`config.mk`:
```
export PLATFORM = sky130hd
export DESIGN_NAME = controle_envase
export DESIGN_NICKNAME = d
export VERILOG_FILES = /design/src/rtl/controle_envase_pkg.sv /design/src/rtl/controle_envase_temporizador.sv /design/src/rtl/controle_envase.sv
export SDC_FILE = /design/constraint.sdc
export NUM_CORES = 1
export LEC_CHECK = 0
export ABC_AREA = 1
export ABC_CLOCK_PERIOD_IN_PS = 3950
export CELL_PAD_IN_SITES_DETAIL_PLACEMENT = 1
export CELL_PAD_IN_SITES_GLOBAL_PLACEMENT = 1
export CORE_AREA = 2 2 57 64
export DETAILED_ROUTE_END_ITERATION = 8
export DIE_AREA = 0 0 59 66
export DONT_BUFFER_PORTS = 1
export GPL_ROUTABILITY_DRIVEN = 1
export GPL_TIMING_DRIVEN = 0
export PLACE_DENSITY_LB_ADDON = 0.1
export SETUP_SLACK_MARGIN = 0.02
export SYNTH_ARGS = -nofsm -noshare
export SYNTH_HDL_FRONTEND = slang
export SYNTH_SLANG_ARGS = --single-unit
```
`constraint.sdc`:
```
create_clock -name CLOCK -period 3.95 [get_ports CLOCK]
set_input_delay 0.9875 -clock CLOCK [delete_from_list [all_inputs] [get_ports CLOCK]]
set_output_delay 0.9875 -clock CLOCK [all_outputs]
set_load 0.05 [all_outputs]
```
`src/rtl/controle_envase_pkg.sv`:
```
// pkg_envase -- shared definitions for the bottling-line controller.
//   estado_t      : FSM state encoding (also exported on ESTADO)
//   ROLHAS_MAX    : largest cork stock the stock register must hold
//   DUZIAS_MAX    : last value of the dozens counter before it wraps to 0
//   proxima_duzia : dozens counter successor with the 99 -> 0 wrap
package pkg_envase;

  typedef enum logic [2:0] {
    PARADO   = 3'd0,
    ESTEIRA  = 3'd1,
    ENCHENDO = 3'd2,
    VEDANDO  = 3'd3,
    CONTANDO = 3'd4,
    TROCA    = 3'd5,
    ERRO     = 3'd6
  } estado_t;

  localparam int ROLHAS_MAX = 31;
  localparam int DUZIAS_MAX = 99;
  localparam int ROLHAS_W   = $clog2(ROLHAS_MAX + 1);
  localparam int DUZIAS_W   = 7;
  localparam int TEMPO_W    = 8;

  function automatic logic [DUZIAS_W-1:0] proxima_duzia(input logic [DUZIAS_W-1:0] d);
    if (d >= DUZIAS_W'(DUZIAS_MAX)) begin
      return '0;
    end
    return d + 1'b1;
  endfunction

endpackage

```
`src/rtl/controle_envase_temporizador.sv`:
```
// temporizador_enchimento -- fill timeout counter.
//   i_clk      : system clock
//   i_srst     : synchronous active-high reset
//   i_clr      : holds the count at zero (asserted whenever not filling)
//   i_en       : counts one per cycle while filling
//   o_expirado : count has reached TIMEOUT-1
module temporizador_enchimento
  import pkg_envase::*;
#(
  parameter int TIMEOUT = 15
) (
  input  logic i_clk,
  input  logic i_srst,
  input  logic i_clr,
  input  logic i_en,
  output logic o_expirado
);

  localparam logic [TEMPO_W-1:0] LIMITE = TEMPO_W'(TIMEOUT - 1);

  logic [TEMPO_W-1:0] r_contagem;

  // Saturates instead of wrapping, so a stuck enable can never make the
  // expired flag pulse a second time.
  always_ff @(posedge i_clk) begin
    if (i_srst || i_clr) begin
      r_contagem <= '0;
    end else if (i_en && (r_contagem != '1)) begin
      r_contagem <= r_contagem + 1'b1;
    end
  end

  assign o_expirado = (r_contagem == LIMITE);

endmodule

```
`src/rtl/controle_envase.sv`:
```
// controle_envase -- bottling line controller (fill, cork, count, box swap).
// Inputs : CLOCK, RESET (sync, active-high), START/STOP request levels,
//          SENSOR_GARRAFA, SENSOR_NIVEL, VEDACAO_OK, DUZIA_COMPLETA (from the
//          bottle counter, valid while CONTA=1), CAIXA_TROCADA, REPOR_ROLHAS.
// Outputs: MOTOR, VALVULA, VEDAR, CONTA, TROCA_CAIXA, ERRO_ENCHIMENTO (Moore
//          decodes of the state register), ALARME_ROLHA (stock empty),
//          DUZIAS (completed dozens 0..99), ESTADO (state code).
module controle_envase
  import pkg_envase::*;
#(
  parameter int TIMEOUT_ENCHIMENTO = 15,
  parameter int ROLHAS_INICIAL     = 20
) (
  input  logic                CLOCK,
  input  logic                RESET,
  input  logic                START,
  input  logic                STOP,
  input  logic                SENSOR_GARRAFA,
  input  logic                SENSOR_NIVEL,
  input  logic                VEDACAO_OK,
  input  logic                DUZIA_COMPLETA,
  input  logic                CAIXA_TROCADA,
  input  logic                REPOR_ROLHAS,
  output logic                MOTOR,
  output logic                VALVULA,
  output logic                VEDAR,
  output logic                CONTA,
  output logic                TROCA_CAIXA,
  output logic                ALARME_ROLHA,
  output logic                ERRO_ENCHIMENTO,
  output logic [DUZIAS_W-1:0] DUZIAS,
  output logic [2:0]          ESTADO
);

  localparam logic [ROLHAS_W-1:0] ROLHAS_INI = ROLHAS_W'(ROLHAS_INICIAL);

  estado_t             r_estado;
  estado_t             w_proximo;
  logic [ROLHAS_W-1:0] r_estoque;
  logic [DUZIAS_W-1:0] r_duzias;
  logic                r_stop_pend;
  logic                w_stop_efetivo;
  logic                w_sem_rolha;
  logic                w_consome;
  logic                w_expirado;

  temporizador_enchimento #(
    .TIMEOUT (TIMEOUT_ENCHIMENTO)
  ) u_temporizador (
    .i_clk      (CLOCK),
    .i_srst     (RESET),
    .i_clr      (r_estado != ENCHENDO),
    .i_en       (r_estado == ENCHENDO),
    .o_expirado (w_expirado)
  );

  assign w_sem_rolha = (r_estoque == '0);
  assign w_consome   = (r_estado == VEDANDO) && VEDACAO_OK && !w_sem_rolha;

  // A STOP seen while a bottle is in flight is honoured at the next exit
  // point; the live STOP is folded in so a request raised in CONTANDO or
  // TROCA takes effect on that very exit.
  assign w_stop_efetivo = r_stop_pend ||
                          (STOP && ((r_estado == ENCHENDO) || (r_estado == VEDANDO) ||
                                    (r_estado == CONTANDO) || (r_estado == TROCA)));

  always_comb begin
    w_proximo = r_estado;
    case (r_estado)
      PARADO:   if (START && !STOP && !w_sem_rolha) w_proximo = ESTEIRA;
      ESTEIRA: begin
        if (STOP)                w_proximo = PARADO;
        else if (SENSOR_GARRAFA) w_proximo = ENCHENDO;
      end
      ENCHENDO: begin
        if (SENSOR_NIVEL)        w_proximo = VEDANDO;
        else if (w_expirado)     w_proximo = ERRO;
      end
      VEDANDO:  if (VEDACAO_OK) w_proximo = CONTANDO;
      CONTANDO: begin
        if (DUZIA_COMPLETA)                   w_proximo = TROCA;
        else if (w_sem_rolha || w_stop_efetivo) w_proximo = PARADO;
        else                                  w_proximo = ESTEIRA;
      end
      TROCA: begin
        if (CAIXA_TROCADA) begin
          w_proximo = (w_sem_rolha || w_stop_efetivo) ? PARADO : ESTEIRA;
        end
      end
      ERRO:     if (START && !STOP) w_proximo = PARADO;
      default:  w_proximo = PARADO;
    endcase
  end

  always_ff @(posedge CLOCK) begin
    if (RESET) begin
      r_estado    <= PARADO;
      r_estoque   <= ROLHAS_INI;
      r_duzias    <= '0;
      r_stop_pend <= 1'b0;
    end else begin
      r_estado    <= w_proximo;
      r_stop_pend <= (w_proximo == PARADO) ? 1'b0 : w_stop_efetivo;
      // Refill takes precedence over the cork consumed on the same edge.
      if (REPOR_ROLHAS) begin
        r_estoque <= ROLHAS_INI;
      end else if (w_consome) begin
        r_estoque <= r_estoque - 1'b1;
      end
      if ((r_estado == CONTANDO) && DUZIA_COMPLETA) begin
        r_duzias <= proxima_duzia(r_duzias);
      end
    end
  end

  assign MOTOR           = (r_estado == ESTEIRA);
  assign VALVULA         = (r_estado == ENCHENDO);
  assign VEDAR           = (r_estado == VEDANDO);
  assign CONTA           = (r_estado == CONTANDO);
  assign TROCA_CAIXA     = (r_estado == TROCA);
  assign ERRO_ENCHIMENTO = (r_estado == ERRO);
  assign ALARME_ROLHA    = w_sem_rolha;
  assign DUZIAS          = r_duzias;
  assign ESTADO          = r_estado;

endmodule
```
==> After elaboration in Yosys (flattened, before gate mapping) <==
Index checks and enable logic that the tools add are counted.
{ "classes": {"add_sub_neg": 3, "multipliers": 0, "div_mod_pow": 0, "magnitude_cmp": 1, "n_eq_ne": 9, "shift": 0, "mux": 16, "bitwise_logic": 0, "reduce_logical": 20} }
{ "op_table": {"columns": ["cell", "count"], "rows": [
  ["3-bit two-way mux", 9],
  ["3-bit case mux with 7 select lines", 1],
  ["7-bit two-way mux", 2],
  ["3-bit == test, second input constant", 3],
  ["8-bit by 1-bit adder with 8-bit output, second input constant", 1],
  ["8-bit by 4-bit == test with 1-bit output, second input constant", 1],
  ["8-bit != test, second input constant", 1],
  ["7-bit by 1-bit adder with 7-bit output, second input constant", 1],
  ["7-bit >= comparator, second input constant", 1],
  ["1-bit logical AND", 7],
  ["3-bit by 2-bit == test with 1-bit output, second input constant", 2],
  ["3-bit zero test", 2],
  ["1-bit logical OR", 6],
  ["5-bit zero test", 1],
  ["5-bit by 1-bit subtractor with 5-bit output, second input constant", 1],
  ["1-bit two-way mux", 4],
  ["2-bit OR reduction", 2],
  ["3-bit by 1-bit == test with 1-bit output, second input constant", 1],
  ["3-bit by 2-bit != test with 1-bit output, second input constant", 1],
  ["1-bit zero test", 2]
]} }
{ "totals": {"regBits": 24, "latch_bits": 0, "ramBits": 0, "romBits": 0, "output_inout_bits": 17, "mem_count": 0} }

==> Depth between registers and ports, before layout <==
{ "depth": {"word_depth": 12, "depth_mapped": 10, "ltp_nobuf": 9} }

==> Cells and area by module <==
A second synthesis with hierarchy kept.
{ "hier_totals": {"hier_cells": 214, "area_unflattened_um2": 1441.4} }
{ "modules_own_cells": {"columns": ["module", "instances", "cells_per_inst", "area_each_um2", "seq_area_each_um2"], "rows": [
  ["controle_envase", 1, 141, 960.9, 320.3],
  ["temporizador_enchimento", 1, 73, 480.5, 160.2]
]} }

==> Least setup slack after synthesis <==
OpenSTA, ideal clock, no wires.
{ "synth_path": {"path_kind": "flip-flop to output port", "start": "register r_estado[0], in the netlist ESTADO[0]", "end": "output port TROCA_CAIXA", "arrival_time_ns": 2.090, "required_time_ns": 2.963, "slack_ns": 0.873, "path_stages_with_launch": 3, "path_buffers": 0, "path_cell_list": "dfxtp_1 inv_1 nor3_1"} }
{ "synth_via": {"elab_chain_len": 1} }
{ "synth_rtl": {"columns": ["item", "line", "source"], "rows": [
  ["start, declared", "controle_envase.sv:37", "estado_t r_estado;"],
  ["start signal, assigned", "controle_envase.sv:102", "r_estado <= w_proximo;"],
  ["3-bit == test", "controle_envase.sv:120", "assign TROCA_CAIXA = (r_estado == TROCA);"],
  ["end, declared", "controle_envase.sv:28", "output logic TROCA_CAIXA,"]
]} }
Every way passes these cells.

==> Worst setup path after layout <==
Same ends and word-level chain as after synthesis.

==> flow_summary.ini <==
[pwr]
finalPower_uw = 408
power_frac_comb_pct = 5.8
swShare_pct = 25.0
p_sw_uw = 102
power.density_mw_per_mm2 = 263
intPower_uw = 306
p_clk_share_pct = 33.2
seqPwrFrac_pct = 61.0
power.leakage_uw = 0.000681
ir_drop_v = 0.000140

[clock_network]
cts-resized-gates = 0
cts_buffers = 3
holdBufCountCts = 0
cts_tree = built
clockBufferDepth = 2
cts_num_sinks = 24
path_clk_slew_ns = 0.15
postCtsSetupRepairBufs = 0
clk_latency_ns = 0.32
root_buffer = clkbuf_4
htreeDepth = 1

[logic_synthesis]
ys_seq_elements = 24
syn_inst = 223
ys_seq_area_share_pct = 32.8
yosysWarningCount = 0
syn_nets = 238
synthDistinctLibCells = 26
synth_area_sq_mm = 0.00147
synth_area_per_cell_sq_um = 6.58

[sta]
setup_violations = 0
rsz0062_at_grt = no
tightestPinTransition_ns = 1.43
fmax_mhz = 280
finalClockSkew_ns = 0.0101
max_slew_margin_pct = 3.81
finalCriticalPeriod_ns = 3.57
tns_ns = 0
finalCritPeriodShare_pct = 90.4
drv_slew = 0
final-hold-violation-count = 0

[worst_setup_path]
crit_arrival_ns = 2.58
end_kind = output pin
critical_path.max_fanout = 6
critical_path_class = reg2out
worstSetupStartpointType = register
critPathRequiredTime_ns = 2.96
worst-r2r-cell-count = 8

[drt]
dr.pass1.iters = 4
vias_per_cell = 5.16
dr.first_iter.drc_count = 38
drc_errors = 0
totalWireLength_um = 3450
ant_nets = 0
wl_per_cell_um = 13.1
via_count = 1358

[place]
gp_congestion = 0.843
port-buffer-count = 0
dp_hpwl_um = 2800

[cells_and_area]
finish.utilization_pct = 47.7
area_delta_synth_final_pct = 5.55
diodes = 0
drive_above_1_share_pct = 9.25
nets = 243

[floorplanning]
row_count = 22
io_pins = 27
die_h_um = 66
dieArea_sq_mm = 0.00389
die_x_um = 59
core_sq_mm = 0.00325
start_util_pct = 45.1

[min_path]
min_path_type = reg2reg
min_delay_path_depth = 2

[grt]
overflow = 0
grt_pass1_vias = 1408
grt_max_degree = 14
track_usage_pct = 19.3
grt_pass1_wl_um = 5980
antenna_found_initial = 0

[run_status]
status = completed

[flow_run]
drv_cap = 0
==> power by group through the flow <==
stage                     registers [uW]  clock network [uW]  logic, uW
after global placement               254                   0       22.8
after floorplan                      253                   0       19.5
after detailed placement             254                   0       24.0
after global routing                 249                 148       27.4
after CTS                            249                 139       24.1
final                                249                 136       23.6
==> flip-flops by register name, indices dropped and copies added, names as in the netlist <==
| name | cells |
|---|---|
| r_stop_pend | 1 |
| ESTADO | 3 |
| u_temporizador.r_contagem | 8 |
| DUZIAS | 7 |
| r_estoque | 5 |
==> area by class of cell <==
type	instances	area, sq um
inverters	38	143
clock buffers	4	36.3
plain buffers	1	11.3
flip-flops and latches	24	480
well taps	36	45.0
fillers	451	1700
multi-input cells	160	832
==> through the flow <==
| stage | setup WS, ns | hold WS, ns | instance area [sq um] | cells |
|---|---|---|---|---|
| finish | 0.378 | 0.472 | 1550 | 263 |
| global placement | 0.762 | 0.448 | 1510 | 259 |
| detailed placement | 0.714 | 0.456 | 1510 | 259 |
| CTS | 0.345 | 0.475 | 1550 | 263 |
| floorplan | 0.873 | 0.439 | 1470 | 223 |
| global route | 0.262 | 0.503 | 1550 | 263 |
==> cells in the final DEF, fill, tap and decap left out, types with 3 or more instances in the layout <==
master and instances:
ha_1 5, nand4_1 5, xnor2_1 3, nor2_1 34
inv_2 3, a21oi_1 16, o21ai_0 4, nor3_1 5
dfxtp_1 24, inv_1 35, clkbuf_4 3, nand2_1 54
xor2_1 4, nand3_1 15
==> cell families after synthesis <==
family / count (synthesis) / synth area share, %
and+or+nand+nor: 126 / 40.4
xor gates and xnor gates: 7 / 4.18
DFF: 24 / 32.8
buffers and inverters: 39 / 10.5
AOI/OAI and AO/OA: 22 / 7.85
adders and majority gates: 5 / 4.27
==> cells in the mapped netlist <==
| library cell | count | area [sq um] |
|---|---|---|
| nand2_1 | 54 | 203 |
| nand4_1 | 5 | 31.3 |
| buf_6 | 1 | 11.3 |
| nand4_4 | 1 | 21.3 |
| xnor2_1 | 3 | 26.3 |
| nor2_1 | 34 | 128 |
| nor3b_2 | 1 | 12.5 |
| a21oi_1 | 16 | 80.1 |
| xor2_1 | 4 | 35.0 |
| nand2_4 | 1 | 11.3 |
| nand4_2 | 1 | 12.5 |
| nor2_4 | 2 | 22.5 |
| inv_2 | 3 | 11.3 |
| nor2_2 | 2 | 12.5 |
| ha_1 | 5 | 62.6 |
| o21ai_0 | 4 | 20.0 |
| nor3_2 | 1 | 10.0 |
| o21ai_2 | 1 | 8.76 |
| nand2_2 | 2 | 12.5 |
| nor3_1 | 5 | 25.0 |
| inv_1 | 35 | 131 |
| dfxtp_1 | 24 | 480 |
| or2_0 | 1 | 6.26 |
| nand3_1 | 15 | 75.1 |
| a31oi_1 | 1 | 6.26 |
| nand3_2 | 1 | 10.0 |
==> critical path: stages (launching register included) <==
cell     delay, ns
dfxtp_1       0.77
inv_1         0.31
nor3_1        1.19
==> path summary, 6_finish.rpt <==
check / to / slack, ns / from
setup / recovery: TROCA_CAIXA / 0.38 / ESTADO[0]
hold / removal: r_estoque[0] / 0.47 / r_estoque[0]
setup reg to reg: r_stop_pend / 1.55 / ESTADO[2]
hold reg to reg: r_estoque[0] / 0.47 / r_estoque[0]
==> per-layer routing <==
metal  global-route usage (%)  part of all wire (%)  up-vias
li1                         -                     -      708
met1                     24.2                    46      627
met2                     35.0                    51       17
met3                     1.96                   2.4        6
met4                     4.26                   1.4        0
met5                        0                     0        -
(Power assumes the default switching activity.)
==> edit 1: new RTL, config.mk and constraints unchanged <==
The package constant `TEMPO_W` goes from 8 to 6.
--- a/src/rtl/controle_envase_pkg.sv
+++ b/src/rtl/controle_envase_pkg.sv
@@ -21,3 +21,3 @@
   localparam int DUZIAS_W   = 7;
-  localparam int TEMPO_W    = 8;
+  localparam int TEMPO_W    = 6;
 
Behaviour: no difference found for any inputs over 10 cycles, from zero or initial values and one cycle with RESET high; that may be too few to reach the edited logic, so the function may still have changed.
==> edit 1 against the original RTL <==
Core utilization decreased by 5.5 points. Sequential cell count fell by 2. Setup slack improved by 0.079 ns. Largest power group unchanged. Area after synthesis down 11%. Power decreased by 14%. Critical endpoint is now ERRO_ENCHIMENTO. Non-clock buffer count stayed put. Highest routed layer unchanged. Critical path type unchanged. Final area is 12% lower. Wire length shrank 17%.
==> edit 1: results <==
set metrics [dict create \
    multi_input_area_um2 743.2 \
    fillers 446 \
    grt_max_degree 12 \
    wl_um 2865 \
    p_leak_nw 0.5656 \
    dpl-instance-area_mm2 0.001346 \
    syn_nets 205 \
    globalplace.congestion 0.8049 \
    synth-xor-area-share 0.04712 \
    worstReg2RegStart "ESTADO[0]$_SDFF_PP0_" \
    fin_cells 229 \
    drive_above_1_share 0.1036 \
    place_inst 226 \
    clock_latency_ns 0.30 \
    cp-startpoint "ESTADO[1]$_SDFF_PP0_" \
    cts_made_buffers 3 \
    dp_hpwl_um 2353 \
    yosysSeqAreaShare 0.3385 \
    muxShareOfSynthArea 0.007692 \
    syn_inst 190 \
    status "complete, no violations" \
    synth_fa_ha_area_frac 0.04808 \
    via_count 1158 \
    grt_first_pass_wirelength_um 4974 \
    ctsResizeCount 0 \
    synthTopCellsByCount "46 x nand2_1, 26 x nor2_1, 25 x inv_1" \
    slew_headroom 0.02286 \
    drt_iter0_drc 57 \
    clkTransAtPathRegs_ns 0.12 \
    synth.area.top_cells "dfxtp_1 34%, nand2_1 13%, nor2_1 7.5%, inv_1 7.2%, nand3_1 5.4%" \
    skew_ns 0.009639 \
    io_buffers 0 \
    dp_slack_ns 0.7765 \
    cts_setup_buffers 0 \
    grt.total_usage 0.1652 \
    synth-compound-area-share 0.06731 \
    largest_reg_flops 7 \
    clk_path_buf_depth 2 \
    worstPathMaxFanout 8 \
    worst_ir_drop_vdd_uv 115.9 \
]
edit 1: report_power, final:
part	internal (mW)	switching, mW	leakage [nW]	total (mW)
sequential	0.223	0.00633	0.177	0.229
clock	0.0355	0.0631	0.0138	0.0987
combinational	0.00628	0.0164	0.374	0.0227
total	0.265	0.0859	0.566	0.351
edit 1: metal layers:
metal,part of all wire,global-route usage,up-vias
li1,-,-,605
met1,0.44,0.1818,529
met2,0.49,0.3042,22
met3,0.053,0.03523,2
met4,0.0080,0.05966,0
met5,0,0,-
edit 1: final timing paths:
| check | slack (ns) | endpoint |
|---|---|---|
| setup / recovery | 0.46 | ERRO_ENCHIMENTO |
| hold / removal | 0.47 | r_estoque[0]$_SDFFE_PP0P_ |
| setup reg to reg | 1.63 | r_stop_pend$_SDFF_PP0_ |
| hold reg to reg | 0.47 | r_estoque[0]$_SDFFE_PP0P_ |
edit 1: cell type report:
cell class	count	share of cell area
Multi-Input combinational cell	137	0.5430
Sequential cell	22	0.3218
Inverter	30	0.08227
Tap cell	36	0.03291
Clock buffer	3	0.01645
Buffer	1	0.003656
edit 1: worst max-delay path: stages (launching register included):
cell     delay [ns]
dfxtp_1        0.84
inv_2          0.18
nor3_1         1.18
edit 1: kinds of logic after synthesis:
group | count (synthesis)
AND/OR/NAND/NOR | 107
buffers and inverters | 31
flip-flops | 22
AO/OA/AOI/OAI | 17
XOR/XNOR | 7
adder cells (fa/ha/maj) | 5
multiplexers | 1
==> edit 2: new RTL, same settings <==
Made on the original files. Add an input register stage for `CAIXA_TROCADA`, without a reset; this delays it by one clock. The other inputs are not delayed to match.
--- a/src/rtl/controle_envase.sv
+++ b/src/rtl/controle_envase.sv
@@ -35,2 +35,8 @@
   localparam logic [ROLHAS_W-1:0] ROLHAS_INI = ROLHAS_W'(ROLHAS_INICIAL);
+
+  logic CAIXA_TROCADA_q;
+
+  always_ff @(posedge CLOCK) begin
+    CAIXA_TROCADA_q <= CAIXA_TROCADA;
+  end
 
@@ -85,3 +91,3 @@
       TROCA: begin
-        if (CAIXA_TROCADA) begin
+        if (CAIXA_TROCADA_q) begin
           w_proximo = (w_sem_rolha || w_stop_efetivo) ? PARADO : ESTEIRA;
Function: changed (Yosys sat finds a counterexample within 10 cycles, from zero or initial values and one cycle with RESET high).
==> edit 2 against the original RTL <==
Worst hold slack gained 0.024 ns. Power shrank 1.9%. Sequential cell count grew 1. Global-route usage shrank 0.60 points. Wire length shrank 4.4%. Final area grew 0.97%. Critical path depth grew 1. Area after synthesis grew 1.6%. Setup slack gained 0.46 ns.
==> edit 2: results <==
set metrics [dict create \
    cp-startpoint "ESTADO[2]$_SDFF_PP0_" \
    cts_setup_buffers 0 \
    p_leak_nw 0.6738 \
    dpl-instance-area_mm2 0.001535 \
    globalplace.congestion 0.7755 \
    syn_to_final_growth_pct 4.870 \
    buffer_area_frac 0.02322 \
    whs_ns 0.4959 \
    reg2reg_to "r_stop_pend$_SDFF_PP0_" \
    drv_cap 0 \
    syn_nets 237 \
    first_pass_iters 3 \
    nWellTaps 36 \
    grt_first_pass_wirelength_um 5796 \
    grt_max_degree 15 \
    multi_input_area_um2 809.5 \
    status "complete, no violations" \
    synth.area.top_cells "dfxtp_1 34%, nand2_1 13%, inv_1 8.6%, nor2_1 7.6%, a21oi_1 5.0%" \
    multi_input_cells 156 \
    drive_above_1_share 0.07522 \
    ys_types 32 \
    via_count 1384 \
    crit_end "ERRO_ENCHIMENTO" \
    hold_path_class "register to register" \
    antenna_found_initial 0 \
    skew_ns 0.009241 \
    drt_iter0_drc 64 \
    synthTopCellsByCount "52 x nand2_1, 34 x inv_1, 30 x nor2_1" \
    clk_share 0.01761 \
    top_register "u_temporizador.r_contagem" \
    largest_reg_flops 8 \
    syn_inst 222 \
    regArea_um2 500.5 \
    cp.arrival_ns 2.12 \
    r2r_setup_slack_ns 1.51 \
    fin_cells 262 \
    slowest_stage "nor2_1" \
    dp_hpwl_um 2709 \
    worst_ir_drop_vdd_uv 146.5 \
    worst-r2r-cell-count 9 \
    inverters 37 \
    yosysSeqAreaShare 0.3359 \
    cts_sinks 25 \
    wl_per_cell_um 12.57 \
    dp_slack_ns 1.209 \
    clkTransAtPathRegs_ns 0.14 \
    signal_buffers 4 \
    cts_htree_levels 1 \
    worstPathMaxFanout 9 \
    slowest_delay_ns 0.75 \
    fin_crit_sh 0.7868 \
    grt.total_usage 0.1870 \
    fillers 448 \
    worst_pin_slew_ns 0.9382 \
]
-- edit 2: kinds of logic after synthesis --
group	share of synthesized area
simple gates	0.3678
fa+ha+maj	0.04198
buf+inv	0.1209
compound gates	0.09236
flops	0.3359
xor+xnor	0.04114
-- edit 2: per-layer routing --
layer  routed length (µm)  share of wire  vias to the layer above  track usage
li1                     -              -                      706            -
met1                 1411           0.43                      653       0.2144
met2                 1740           0.53                       19       0.3528
met3                  110          0.033                        6      0.02544
met4                   31         0.0094                        0      0.05114
met5                    0              0                        -            0
-- edit 2: power by group --
part / internal (mW) / switching, mW
sequential: 0.254 / 0.00514
combinational: 0.00681 / 0.0184
clock: 0.0380 / 0.0776
total: 0.299 / 0.101
-- edit 2: worst register-to-register path: stages, from the launching register on --
cell,delay [ns]
dfxtp_1,0.68
clkbuf_8,0.28
nand2_1,0.08
nor2_1,0.75
nand2_1,0.21
nand2_1,0.13
nor2_1,0.06
nand3_1,0.07
nor2_1,0.05
nor2_1,0.07
